### src/rtl/register_file_pkg.sv
// Shared default sizing for the register file slice.
package register_file_pkg;

   localparam int DEF_DATA_WIDTH = 8;
   localparam int DEF_ADDR_WIDTH = 3;

endpackage

### src/rtl/register_file_if.sv
// Write port and two read ports of the register file, bundled for connection.
interface register_file_if
   import register_file_pkg::*;
#(
   parameter int DATA_WIDTH = DEF_DATA_WIDTH,
   parameter int ADDR_WIDTH = DEF_ADDR_WIDTH
);

   logic                  we;
   logic [ADDR_WIDTH-1:0] write_addr;
   logic [DATA_WIDTH-1:0] write_data;
   logic [ADDR_WIDTH-1:0] read_addr1;
   logic [ADDR_WIDTH-1:0] read_addr2;
   logic [DATA_WIDTH-1:0] read_data1;
   logic [DATA_WIDTH-1:0] read_data2;

   modport master (
      output we, write_addr, write_data, read_addr1, read_addr2,
      input  read_data1, read_data2
   );

   modport slave (
      input  we, write_addr, write_data, read_addr1, read_addr2,
      output read_data1, read_data2
   );

endinterface

### src/rtl/register_file_read_port.sv
// One combinational read port: DEPTH:1 mux, returning zero for unimplemented indices.
module register_file_read_port
   import register_file_pkg::*;
#(
   parameter int DATA_WIDTH = DEF_DATA_WIDTH,
   parameter int ADDR_WIDTH = DEF_ADDR_WIDTH,
   parameter int DEPTH      = 1 << ADDR_WIDTH
) (
   input  logic [ADDR_WIDTH-1:0] addr_i,
   input  logic [DATA_WIDTH-1:0] regs_i [DEPTH],
   output logic [DATA_WIDTH-1:0] data_o
);

   // An index at or beyond DEPTH matches no entry, so the default zero stands.
   always_comb begin
      data_o = '0;
      for (int i = 0; i < DEPTH; i++) begin
         if (addr_i == ADDR_WIDTH'(i)) begin
            data_o = regs_i[i];
         end
      end
   end

endmodule

### src/rtl/register_file.sv
// Register array with one synchronous write port and two independent combinational read ports.
module register_file
   import register_file_pkg::*;
#(
   parameter int DATA_WIDTH = DEF_DATA_WIDTH,
   parameter int ADDR_WIDTH = DEF_ADDR_WIDTH,
   parameter int DEPTH      = 1 << ADDR_WIDTH
) (
   input  logic            clk,
   input  logic            rst,
   register_file_if.slave  bus
);

   logic [DATA_WIDTH-1:0] regs_q [DEPTH];
   logic [DATA_WIDTH-1:0] regs_d [DEPTH];

   // Writes to indices at or beyond DEPTH decode to nothing and are dropped.
   always_comb begin
      regs_d = regs_q;
      for (int i = 0; i < DEPTH; i++) begin
         if (bus.we && (bus.write_addr == ADDR_WIDTH'(i))) begin
            regs_d[i] = bus.write_data;
         end
      end
   end

   always_ff @(posedge clk or posedge rst) begin
      if (rst) begin
         regs_q <= '{default: '0};
      end else begin
         regs_q <= regs_d;
      end
   end

   register_file_read_port #(
      .DATA_WIDTH (DATA_WIDTH),
      .ADDR_WIDTH (ADDR_WIDTH),
      .DEPTH      (DEPTH)
   ) u_read_port1 (
      .addr_i (bus.read_addr1),
      .regs_i (regs_q),
      .data_o (bus.read_data1)
   );

   register_file_read_port #(
      .DATA_WIDTH (DATA_WIDTH),
      .ADDR_WIDTH (ADDR_WIDTH),
      .DEPTH      (DEPTH)
   ) u_read_port2 (
      .addr_i (bus.read_addr2),
      .regs_i (regs_q),
      .data_o (bus.read_data2)
   );

endmodule

### src/flat_wrapper.sv
// flat-port wrapper written by rule: the top's interface ports become plain ports
module register_file_flat import register_file_pkg::*;
#(
   parameter int DATA_WIDTH = DEF_DATA_WIDTH,
   parameter int ADDR_WIDTH = DEF_ADDR_WIDTH,
   parameter int DEPTH      = 1 << ADDR_WIDTH
)
  (clk, rst, bus_we, bus_write_addr, bus_write_data, bus_read_addr1, bus_read_addr2, bus_read_data1, bus_read_data2);
  register_file_if #(.DATA_WIDTH(DATA_WIDTH), .ADDR_WIDTH(ADDR_WIDTH)) bus_i ();
  input  logic clk;
  input  logic rst;
  input wire logic [$bits(bus_i.we)-1:0] bus_we;
  input wire logic [$bits(bus_i.write_addr)-1:0] bus_write_addr;
  input wire logic [$bits(bus_i.write_data)-1:0] bus_write_data;
  input wire logic [$bits(bus_i.read_addr1)-1:0] bus_read_addr1;
  input wire logic [$bits(bus_i.read_addr2)-1:0] bus_read_addr2;
  output wire logic [$bits(bus_i.read_data1)-1:0] bus_read_data1;
  output wire logic [$bits(bus_i.read_data2)-1:0] bus_read_data2;
  assign bus_i.we = bus_we;
  assign bus_i.write_addr = bus_write_addr;
  assign bus_i.write_data = bus_write_data;
  assign bus_i.read_addr1 = bus_read_addr1;
  assign bus_i.read_addr2 = bus_read_addr2;
  assign bus_read_data1 = bus_i.read_data1;
  assign bus_read_data2 = bus_i.read_data2;
  register_file #(.DATA_WIDTH(DATA_WIDTH), .ADDR_WIDTH(ADDR_WIDTH), .DEPTH(DEPTH)) u_core (.clk(clk), .rst(rst), .bus(bus_i));
endmodule
### config.mk
export PLATFORM = sky130hd
export DESIGN_NAME = register_file_flat
export DESIGN_NICKNAME = d
export VERILOG_FILES = /design/src/rtl/register_file_pkg.sv /design/src/rtl/register_file_if.sv /design/src/rtl/register_file_read_port.sv /design/src/rtl/register_file.sv /design/src/flat_wrapper.sv
export SDC_FILE = /design/constraint.sdc
export NUM_CORES = 1
export LEC_CHECK = 0
export BUFFER_PORTS_ARGS = -buffer_cell sky130_fd_sc_hd__buf_4
export CAP_MARGIN = 10
export CORE_MARGIN = 2
export CORE_UTILIZATION = 63
export CTS_CLUSTER_SIZE = 28
export DETAILED_ROUTE_END_ITERATION = 7
export PLACE_DENSITY = 0.91
export SETUP_SLACK_MARGIN = 0.3
export SLEW_MARGIN = 40
export SYNTH_ARGS = -nofsm -noshare
export SYNTH_HDL_FRONTEND = slang
export SYNTH_SLANG_ARGS = --single-unit
### constraint.sdc
create_clock -name clk -period 5 [get_ports clk]
set_clock_uncertainty 0.15 [all_clocks]
set_input_delay 1 -clock clk [delete_from_list [all_inputs] [get_ports clk]]
set_output_delay 1 -clock clk [all_outputs]
set_load 0.03 [all_outputs]
==> results of run 1 <==
where the power goes:
group | switching [mW] | internal [mW] | total (mW)
Combinational | 0.205 | 0.265 | 0.471
Sequential | 0.0876 | 0.633 | 0.720
Clock | 0.192 | 0.269 | 0.461
Total | 0.485 | 1.17 | 1.65
area by class of cell:
class | count | area [µm²] | area share, %
clock buffers | 13 | 168.9 | 4.235
clock inverters | 2 | 37.54 | 0.9410
inverters | 1 | 3.754 | 0.09410
multi-input cells | 146 | 1817 | 45.55
flip-flops and latches | 64 | 1602 | 40.15
well taps | 72 | 90.09 | 2.258
repair buffers | 36 | 270.3 | 6.775
layout by cell type, fill, tap and decap left out, types with 2 or more instances in the layout:
master    instances
a21oi_1           3
a22o_1            3
buf_4            36
clkbuf_8         12
dfrtp_1          64
mux2_2           80
mux2i_1           3
mux4_1            9
mux4_2           17
nand2_1           4
nand2b_1          4
nand4b_1          3
nor2_1            6
nor3_4            2
nor3b_4           2
o21ai_0           3
o22ai_1           3
logic make-up (layout without fill, tap and decap cells):
group,Yosys count,after routing,share of synthesized area (%)
buffers and inverters,16,52,3.503
AO/OA/AOI/OAI,12,12,2.123
flip-flops,64,64,45.29
AND/OR/NAND/NOR,25,25,5.237
multiplexers,109,109,43.84
final timing paths:
check / endpoint / start / cells past startpoint / slack [ps]
max: bus_read_data1[0] / bus_read_addr1[0] / 4 / 1520
min: u_core.regs_q[6] / u_core.regs_q[6] / 1 / 380
max reg2reg: u_core.regs_q[61] / u_core.regs_q[61] / 1 / 4030
min reg2reg: u_core.regs_q[6] / u_core.regs_q[6] / 1 / 380
max in group asynchronous: u_core.regs_q[3] / rst / 3 / 3230
min in group asynchronous: u_core.regs_q[61] / rst / 2 / 570
metal layers:
layer  vias to the layer above  wire (µm)
met3                        17        442
li1                        949          -
met2                        88       4029
met4                         0        155
met5                         -          0
met1                      1169       3218
through the flow:
| step | area, µm² | worst slack (ps) | hold slack [ps] | instances |
|---|---|---|---|---|
| 2_1_floorplan | 3536 | 1620 | 338.0 | 226 |
| 3_3_place_gp | 3776 | 1538 | 351.7 | 319 |
| 3_5_place_dp | 3782 | 1515 | 363.1 | 319 |
| 4_1_cts | 3989 | 1502 | 379.0 | 334 |
| 5_1_grt | 3989 | 1466 | 400.5 | 334 |
| 6_report | 3989 | 1518 | 378.3 | 334 |
critical path: cells and delay by family:
family                 cells  cell delay, ps
buffers and inverters      2             440
multiplexers               2             890
==> results.md, run 1 <==
* Number of global-route vias before repair at roughly 2400
* Synth top area share at around 45%
* Total wire length at between 7000 and 8000 µm
* Clock buffer depth at 2
* Worst-path fanout max at 16
* Die ar. at roughly 0.0062 mm²
* Initial DRC Count at roughly 140
* Tmin final at 3482 ps
* Slowest stage cell on the critical path: mux4_1
* Post-synth top flop: dfrtp_1
* Synth-to-Final Area Change at 12.81%
* Clk slew on worst S/H paths at around 60 ps
* I/O Buffers at 35
* CTS Buf Count at 9
* Sequential share of the synthesized area at a little under half
* EDFF count, synth at 0
* Post-CTS Setup Bufs at 0
* Avg Cell Area, Syn at 15.65 µm²
* Critical Setup Path Class: primary input to output port
* Max_slew headroom at about half
* FILL cells at 380
* DP HPWL at between 4000 and 5000 µm
* Final setup violation count at 0
* Core Rows at 27
* RSZ-0062 raised after global routing: no
* Met3 Use GR at ~5.6%
* Synth cell types at 28
* Top Ports at 36
* Yosys reg bits at 64
* Leak Pwr at about 1.7 nW
* Cell Area, Synth at ~0.0035 mm²
* GR Util met1 at roughly two fifths
* Core area at roughly 0.0055 mm²
* Outcome: complete, no violations
* # resized after CTS at 0
* Final setup TNS at 0 ps
* Synthesized net count at between 200 and 250
* Synth warn at 0
* Final Slew Violations at 0
* Clock root buffer master: clkbuf_8
* GRT Total Usage at between 20% and 30%
* Area contributors post-synth: dfrtp_1, mux2_2, mux4_2, mux4_1, nor3b_4
* Antenna Violating Nets Remaining at 0
* Via count at between 2000 and 2500
* Max Freq at around 290 MHz
* Hold crit path type: flip-flop to flip-flop
* Commonest cells post-synth: mux2_2, dfrtp_1, mux4_2
* Initial antenna violation count at 0
* Peak VDD IR at 0.0002082 V
* First-pass GRT wire length at 12730 µm
* N_diodes at 0
* Leading area contributor after synthesis: dfrtp_1
* GPL Wtd Cong at about 0.82
* Worst setup EP type: output port
* CP most frequent cell: buf_4
* CTS tree: done
* # clock sinks at between 60 and 70
* Post-CTS Hold Fix Bufs at 0
* Worst Path Required at a little under 4000 ps
* Routing usage on met2 at between 40% and 50%
* Starting Density at 64.61%
* Crit-path max cell delay at ~600 ps
* Chip Width at approximately 80 µm
* Drt via density at roughly 6.7
* Wirelength per Cell at approximately 23 µm
* Max-cap violation count at 0
* First drt pass iteration count at 4
* Crit path arrival time at approximately 2300 ps
* H-Tree Depth at 3
* Top reg by flops: u_core.regs_q
* Clk_lat worst skew at between 300 and 400 ps
* Worst-Margin Slew at ~730 ps
* Final core utilization at between 70 and 80%
* Layout Nets at about 280
* Crit path cell chain: buf_4 > mux4_1 > mux2_2 > buf_4
* DRC viols at 0
* Final Hold Fails at 0
* Top-count cell post-synth: mux2_2
* Total gr overflow at 0
* Die Ht at a little under 80 µm
* Async set-reset flop share out of synthesis at 100.0%
* Largest register FFs at 64
* Synth Instances at between 200 and 250
* Most Crowded Layer GR: met2
* Share of post-route cells with drive strength above 1 at 58.40%
* Pwr Density at 414.2 mW/mm²
* Largest regs: u_core.regs_q x64
* Largest net degree at the start of global routing at 39
* Final period util at a little over two thirds
* Tot Pwr at approximately 1.7 mW
* Startpoint Class: primary input
No activity file was read; power rests on OpenSTA's default activity.
==> inputs of run 2 (changes only) <==
--- a/config.mk
+++ b/config.mk
@@ -5,13 +5,14 @@
 export SDC_FILE = /design/constraint.sdc
 export NUM_CORES = 1
 export LEC_CHECK = 0
+export ABC_AREA = 1
 export BUFFER_PORTS_ARGS = -buffer_cell sky130_fd_sc_hd__buf_4
 export CAP_MARGIN = 10
 export CORE_MARGIN = 2
-export CORE_UTILIZATION = 63
+export CORE_UTILIZATION = 53
 export CTS_CLUSTER_SIZE = 28
 export DETAILED_ROUTE_END_ITERATION = 7
-export PLACE_DENSITY = 0.91
+export PLACE_DENSITY = 0.83
 export SETUP_SLACK_MARGIN = 0.3
 export SLEW_MARGIN = 40
 export SYNTH_ARGS = -nofsm -noshare
==> constraint.sdc (replaced) <==
create_clock -name clk -period 3.2 [get_ports clk]
set_clock_uncertainty 0.15 [all_clocks]
set_input_delay 0.64 -clock clk [delete_from_list [all_inputs] [get_ports clk]]
set_output_delay 0.64 -clock clk [all_outputs]
set_load 0.03 [all_outputs]
==> results.md, run 2 <==
* N_diodes at 0 (unchanged)
* Via count at 3362 (was 2223)
* Startpoint Class: primary input (unchanged)
* Layout Nets at 485 (was 278)
* Worst Path Required at 2410 ps (was 3850 ps)
* Most common cell after layout, fill and taps aside: nand2_1 (was mux2_2)
* Synth warn at 0 (unchanged)
* Max-cap violation count at 0 (unchanged)
* Critical Setup Path Class: primary input to output port (unchanged)
* Share of post-route cells with drive strength above 1 at 15.11% (was 58.40%)
* GRT Total Usage at 27.82% (was 28.23%)
* Top Ports at 36 (unchanged)
* Tmin final at ~2700 ps
* Crit path arrival time at 1950 ps (was 2330 ps)
* Cell Area, Synth at 0.003480 mm² (was 0.003536 mm²)
* Sequential share of the synthesized area at 46.03% (was 45.29%)
* GPL Wtd Cong at 0.9106 (was 0.8175)
* Worst-Margin Slew at 637.4 ps (was 731.5 ps)
* Chip Width at 85.03 µm (was 78.92 µm)
* Initial antenna violation count at 0 (unchanged)
* Synthesized net count at 460 (was 246)
* Clk_lat worst skew at 350 ps (was 340 ps)
* Clock buffer depth at 2 (unchanged)
* Antenna Violating Nets Remaining at 0 (unchanged)
* Max Freq at about 360 MHz
* Avg Cell Area, Syn at 7.908 µm² (was 15.65 µm²)
* Worst-path fanout max at 19 (was 16)
* Final Hold Fails at 0 (unchanged)
* Core area at 0.006350 mm² (was 0.005473 mm²)
* Post-DP Area at 0.003692 mm² (was 0.003782 mm²)
* First drt pass iteration count at 6 (was 4)
* Async set-reset flop share out of synthesis at 100.0% (unchanged)
* R2r startpoint: u_core.regs_q[2] (was u_core.regs_q[61])
* Post-synth top flop: dfrtp_1 (unchanged)
* H-Tree Depth at 3 (unchanged)
* Drt via density at 6.146 (was 6.656)
* Starting Density at 54.80% (was 64.61%)
* Worst reg2reg path endpoint: u_core.regs_q[2] (was u_core.regs_q[61])
* Initial DRC Count at 298 (was 136)
* Final period util at between 80% and 90%
* # resized after CTS at 0 (unchanged)
* Final setup TNS at 0 ps (unchanged)
* Die Ht at 85.03 µm (was 78.92 µm)
* Die ar. at 0.007229 mm² (was 0.006228 mm²)
* Number of global-route vias before repair at 3111 (was 2385)
* Post-CTS Hold Fix Bufs at 0 (unchanged)
* Wirelength per Cell at 17.01 µm (was 23.49 µm)
* First-pass GRT wire length at 15640 µm (was 12730 µm)
* Synth cell types at 17 (was 28)
* Leading area contributor after synthesis: dfrtp_1 (unchanged)
* Largest register FFs at 64 (unchanged)
* Area contributors post-synth: dfrtp_1, nand4_1, nand2_1, o21ai_0, nor2_1 (was dfrtp_1, mux2_2, mux4_2, mux4_1, nor3b_4)
* Top-count cell post-synth: nand2_1 (was mux2_2)
* Synth Instances at 440 (was 226)
* Clk slew on worst S/H paths at 80 ps (was 60 ps)
* Total wire length at 9304 µm (was 7845 µm)
* Hold crit path type: primary input to asynchronous set/reset pin (was flip-flop to flip-flop)
* I/O Buffers at 35 (unchanged)
* Synth-to-Final Area Change at 11.51% (was 12.81%)
* Yosys reg bits at 64 (unchanged)
* Final setup violation count at 0 (unchanged)
* Largest net degree at the start of global routing at 65 (was 39)
* Final instance area at 0.003880 mm² (was 0.003989 mm²)
* Top reg by flops: u_core.regs_q (unchanged)
* Total gr overflow at 0 (unchanged)
* Core Rows at 29 (was 27)
* Max_slew headroom at 57.37% (was 50.97%)
* Final Slew Violations at 0 (unchanged)
* Synth top area share at 46.03% (was 45.29%)
* RSZ-0062 raised after global routing: no (unchanged)
* Commonest cells post-synth: nand2_1, nand4_1, dfrtp_1 (was mux2_2, dfrtp_1, mux4_2)
* # clock sinks at 64 (unchanged)
* FILL cells at 535 (was 380)
* CTS tree: done (unchanged)
* EDFF count, synth at 0 (unchanged)
* CTS Buf Count at 9 (unchanged)
* Pwr Density at 584.3 mW/mm² (was 414.2 mW/mm²)
* Leak Pwr at 1.744 nW (was 1.698 nW)
* DP HPWL at 6469 µm (was 4781 µm)
* Worst setup EP type: output port (unchanged)
* Outcome: complete, no violations (unchanged)
* Clock root buffer master: clkbuf_8 (unchanged)
* Post-CTS Setup Bufs at 0 (unchanged)
* DRC viols at 0 (unchanged)
* Largest regs: u_core.regs_q x64 (unchanged)
* Most frequent cells in the layout: nand2_1, nand4_1, dfrtp_1 (was mux2_2, dfrtp_1, buf_4)
* Peak VDD IR at 0.0004367 V (was 0.0002082 V)
* Reg2Reg Setup Slack at 2300 ps (was 4030 ps)
* R2r worst-path depth at 2 (was 1)
## run 2: area by class of cell
| type | instances | area [µm²] | share of cell area [%] |
|---|---|---|---|
| Clock buffer | 10 | 137.6 | 3.547 |
| Clock inverter | 6 | 43.79 | 1.129 |
| Inverter | 27 | 111.4 | 2.870 |
| Multi-Input combinational cell | 327 | 1607 | 41.41 |
| Sequential cell | 64 | 1602 | 41.28 |
| Tap cell | 77 | 96.34 | 2.483 |
| Timing Repair Buffer | 36 | 282.8 | 7.288 |
## run 2: through the flow
| stage | total power, mW | instances | hold WS, ps | utilization, % | setup WS (ps) |
|---|---|---|---|---|---|
| 2_1_floorplan | 1.437 | 440 | 303.0 | - | 811.9 |
| 5_1_grt | 2.391 | 547 | 223.4 | 61.10 | 310.7 |
| 6_report | 2.267 | 547 | 203.3 | 61.10 | 458.5 |
| 4_1_cts | 2.264 | 547 | 205.5 | 61.00 | 502.2 |
| 3_3_place_gp | 1.610 | 531 | 315.7 | 58.15 | 494.3 |
| 3_5_place_dp | 1.631 | 531 | 332.3 | 58.15 | 507.2 |
## run 2: cell families (layout without fill, tap and decap cells)
family | Yosys count | count (layout) | synth area share (%)
AO/OA/AOI/OAI | 64 | 64 | 9.313
buffers and inverters | 49 | 79 | 7.983
flip-flops | 64 | 64 | 46.03
AND/OR/NAND/NOR | 263 | 263 | 36.68
## run 2: worst max-delay path: stages
cell and delay (ps):
buf_4 240, inv_4 120, nor3_2 530, nand2_1 100
nand4_1 150, buf_4 170
## run 2: how the worst max path moves through the flow
stage,slack (ps),endpoint,from,cells past startpoint
3_3_place_gp,490,bus_read_data2[4],bus_read_addr2[1],6
2_1_floorplan,810,u_core.regs_q[0],rst,1
6_report,460,bus_read_data1[4],bus_read_addr1[1],6
5_1_grt,310,bus_read_data2[0],bus_read_addr2[1],6
3_5_place_dp,510,bus_read_data1[4],bus_read_addr1[1],6
4_1_cts,500,bus_read_data1[4],bus_read_addr1[1],6
## run 2: layer usage
layer / up-vias / share of wire (%) / track usage, % / routed length [µm]
met5: - / 0 / 0 / 0
met2: 135 / 47 / 43.39 / 4413
met3: 35 / 5.5 / 5.447 / 510
met1: 1605 / 43 / 37.55 / 4018
li1: 1587 / - / - / -
met4: 0 / 3.9 / 13.13 / 362
## run 2: report_power, final
group / leakage [nW] / switching [mW] / internal [mW] / total, mW
combinational: 0.858 / 0.338 / 0.186 / 0.525
clock: 0.0926 / 0.336 / 0.304 / 0.641
sequential: 0.793 / 0.139 / 0.963 / 1.10
==> inputs of run 3 (changes only) <==
--- a/config.mk
+++ b/config.mk
@@ -7,12 +7,13 @@
 export LEC_CHECK = 0
 export ABC_AREA = 1
 export BUFFER_PORTS_ARGS = -buffer_cell sky130_fd_sc_hd__buf_4
-export CAP_MARGIN = 10
+export CELL_PAD_IN_SITES_DETAIL_PLACEMENT = 1
+export CELL_PAD_IN_SITES_GLOBAL_PLACEMENT = 1
 export CORE_MARGIN = 2
-export CORE_UTILIZATION = 53
+export CORE_UTILIZATION = 39
 export CTS_CLUSTER_SIZE = 28
 export DETAILED_ROUTE_END_ITERATION = 7
-export PLACE_DENSITY = 0.83
+export PLACE_DENSITY = 0.82
 export SETUP_SLACK_MARGIN = 0.3
 export SLEW_MARGIN = 40
 export SYNTH_ARGS = -nofsm -noshare
==> results.md, run 3 (synthesis gave the netlist of run 2 again) <==
* Share of post-route cells with drive strength above 1 at 15.97% (was 15.11%)
* Multi-input logic area at 0.001600 mm² (was 0.001607 mm²)
* I/O Buffers at 35 (unchanged)
* Outcome: complete, no violations (unchanged)
* Hold crit path type: primary input to asynchronous set/reset pin (unchanged)
* Die Ht at 98.46 µm (was 85.03 µm)
* Largest regs: u_core.regs_q x64 (unchanged)
* First drt pass iteration count at 4 (was 6)
* Clock buffer depth at 2 (unchanged)
* Wirelength per Cell at 19.30 µm (was 17.01 µm)
* Core Rows at 34 (was 29)
* Max layer used: met4 (unchanged)
* Layout Nets at 491 (was 485)
* Max-cap violation count at 0 (unchanged)
* First-pass GRT wire length at 18280 µm (was 15640 µm)
* Die ar. at 0.009693 mm² (was 0.007229 mm²)
* Worst setup EP type: output port (unchanged)
* Chip Width at 98.46 µm (was 85.03 µm)
* Pwr Density at 587.3 mW/mm² (was 584.3 mW/mm²)
* Worst-Margin Slew at 698.8 ps (was 637.4 ps)
* Leak Pwr at 1.773 nW (was 1.744 nW)
* CTS Buf Count at 9 (unchanged)
* Worst Path Required at 2410 ps (about the same)
* Total wire length at 11270 µm (was 9304 µm)
* # clock sinks at 64 (unchanged)
* FILL cells at 1072 (was 535)
* GPL Wtd Cong at 0.8617 (was 0.9106)
* Synth-to-Final Area Change at 13.95% (was 11.51%)
* Crit-path max cell delay at 430 ps (was 530 ps)
* Critical Setup Path Class: primary input to output port (unchanged)
* Number of global-route vias before repair at 3482 (was 3111)
* Top reg by flops: u_core.regs_q (unchanged)
* Final Slew Violations at 0 (unchanged)
* Peak VDD IR at 0.0002607 V (was 0.0004367 V)
* Largest register FFs at 64 (unchanged)
* Total gr overflow at 0 (unchanged)
* Slowest stage cell on the critical path: inv_2 (was nor3_2)
* Initial DRC Count at 260 (was 298)
* Most common cell after layout, fill and taps aside: nand2_1 (unchanged)
* Core area at 0.008678 mm² (was 0.006350 mm²)
* Starting Density at 40.10% (was 54.80%)
* Met1 wire length at 4971 µm (was 4018 µm)
* GRT Total Usage at 24.20% (was 27.82%)
* Clk slew on worst S/H paths at 70 ps (was 80 ps)
* Max Freq at 370.3 MHz (was 364.8 MHz)
* Final setup violation count at 0 (unchanged)
* Clk_lat worst skew at 360 ps (was 350 ps)
* DRC viols at 0 (unchanged)
* Initial antenna violation count at 0 (unchanged)
* WP buf/inv at 3 (unchanged)
* Worst-path fanout max at 35 (was 19)
* # resized after CTS at 0 (unchanged)
* Top Ports at 36 (unchanged)
* Crit path arrival time at 1910 ps (was 1950 ps)
* Via count at 3407 (was 3362)
* Antenna Violating Nets Remaining at 0 (unchanged)
* RSZ-0062 raised after global routing: no (unchanged)
* CTS tree: done (unchanged)
* Drt via density at 5.834 (was 6.146)
* Tmin final at 2700 ps (was 2741 ps)
* Storage element area at 0.001602 mm² (unchanged)
* Final core utilization at 45.69% (was 61.10%)
* Post-CTS Hold Fix Bufs at 0 (unchanged)
* Largest net degree at the start of global routing at 36 (was 65)
* Final period util at 84.39% (was 85.67%)
* Final setup TNS at 0 ps (unchanged)
* Post-CTS Setup Bufs at 0 (unchanged)
* Max_slew headroom at 53.28% (was 57.37%)
* Met2 routed WL at 5454 µm (was 4413 µm)
* Most frequent cells in the layout: nand2_1, nand4_1, dfrtp_1 (unchanged)
* Clock root buffer master: clkbuf_8 (unchanged)
* Final Hold Fails at 0 (unchanged)
* Reg2Reg Setup Slack at 2300 ps (about the same)
* N_diodes at 0 (unchanged)
* CP most frequent cell: nand4_1 (was buf_4)
* Met3 routed WL at 545 µm (was 510 µm)
* H-Tree Depth at 3 (unchanged)
* Critical path's top delay family: buffers and inverters (was simple AND/OR/NAND/NOR gates)
* DP HPWL at 7954 µm (was 6469 µm)
* Tot Pwr at 2.329 mW (was 2.267 mW)
* Crit path cell chain: buf_4 > inv_2 > nand4_1 > nand4_1 > nor2_1 > nand4_1 > buf_4 (was buf_4 > inv_4 > nor3_2 > nand2_1 > nand4_1 > buf_4)
* Startpoint Class: primary input (unchanged)
## run 3: metal layers
metal,up-vias,track usage [%]
met4,0,10.75
met1,1678,31.93
met2,110,39.51
li1,1599,-
met3,20,3.759
met5,-,0
## run 3: worst paths after layout
path,depth (start not counted),startpoint,endpoint
worst min-delay path,2,rst,u_core.regs_q[45]
worst min register to register,2,u_core.regs_q[30],u_core.regs_q[30]
max in group asynchronous,3,rst,u_core.regs_q[49]
min in group clk,2,u_core.regs_q[30],u_core.regs_q[30]
worst max-delay path,7,bus_read_addr2[2],bus_read_data2[5]
worst max register to register,2,u_core.regs_q[39],u_core.regs_q[39]
## run 3: where the power goes
| group | internal (mW) | switching [mW] | leakage [nW] |
|---|---|---|---|
| clock network | 0.355 | 0.332 | 0.0920 |
| logic | 0.190 | 0.352 | 0.887 |
| registers | 0.963 | 0.137 | 0.793 |
| total | 1.51 | 0.821 | 1.77 |
## run 3: cell type report
class / count / area share, %
Clock inverter: 6 / 1.515
Timing Repair Buffer: 42 / 8.268
Inverter: 27 / 2.840
Sequential cell: 64 / 40.39
Tap cell: 108 / 3.408
Multi-Input combinational cell: 327 / 40.36
Clock buffer: 10 / 3.219
## run 3: metrics by stage
| step | instance area [µm²] | cells | hold WS, ps | setup WS, ps |
|---|---|---|---|---|
| global route | 3965 | 584 | 239.1 | 426.6 |
| global placement | 3776 | 568 | 316.9 | 609.6 |
| CTS | 3964 | 584 | 285.1 | 523.5 |
| floorplan | 3480 | 440 | 303.0 | 811.9 |
| finish | 3965 | 584 | 186.0 | 499.5 |
| detailed placement | 3776 | 568 | 322.7 | 523.1 |
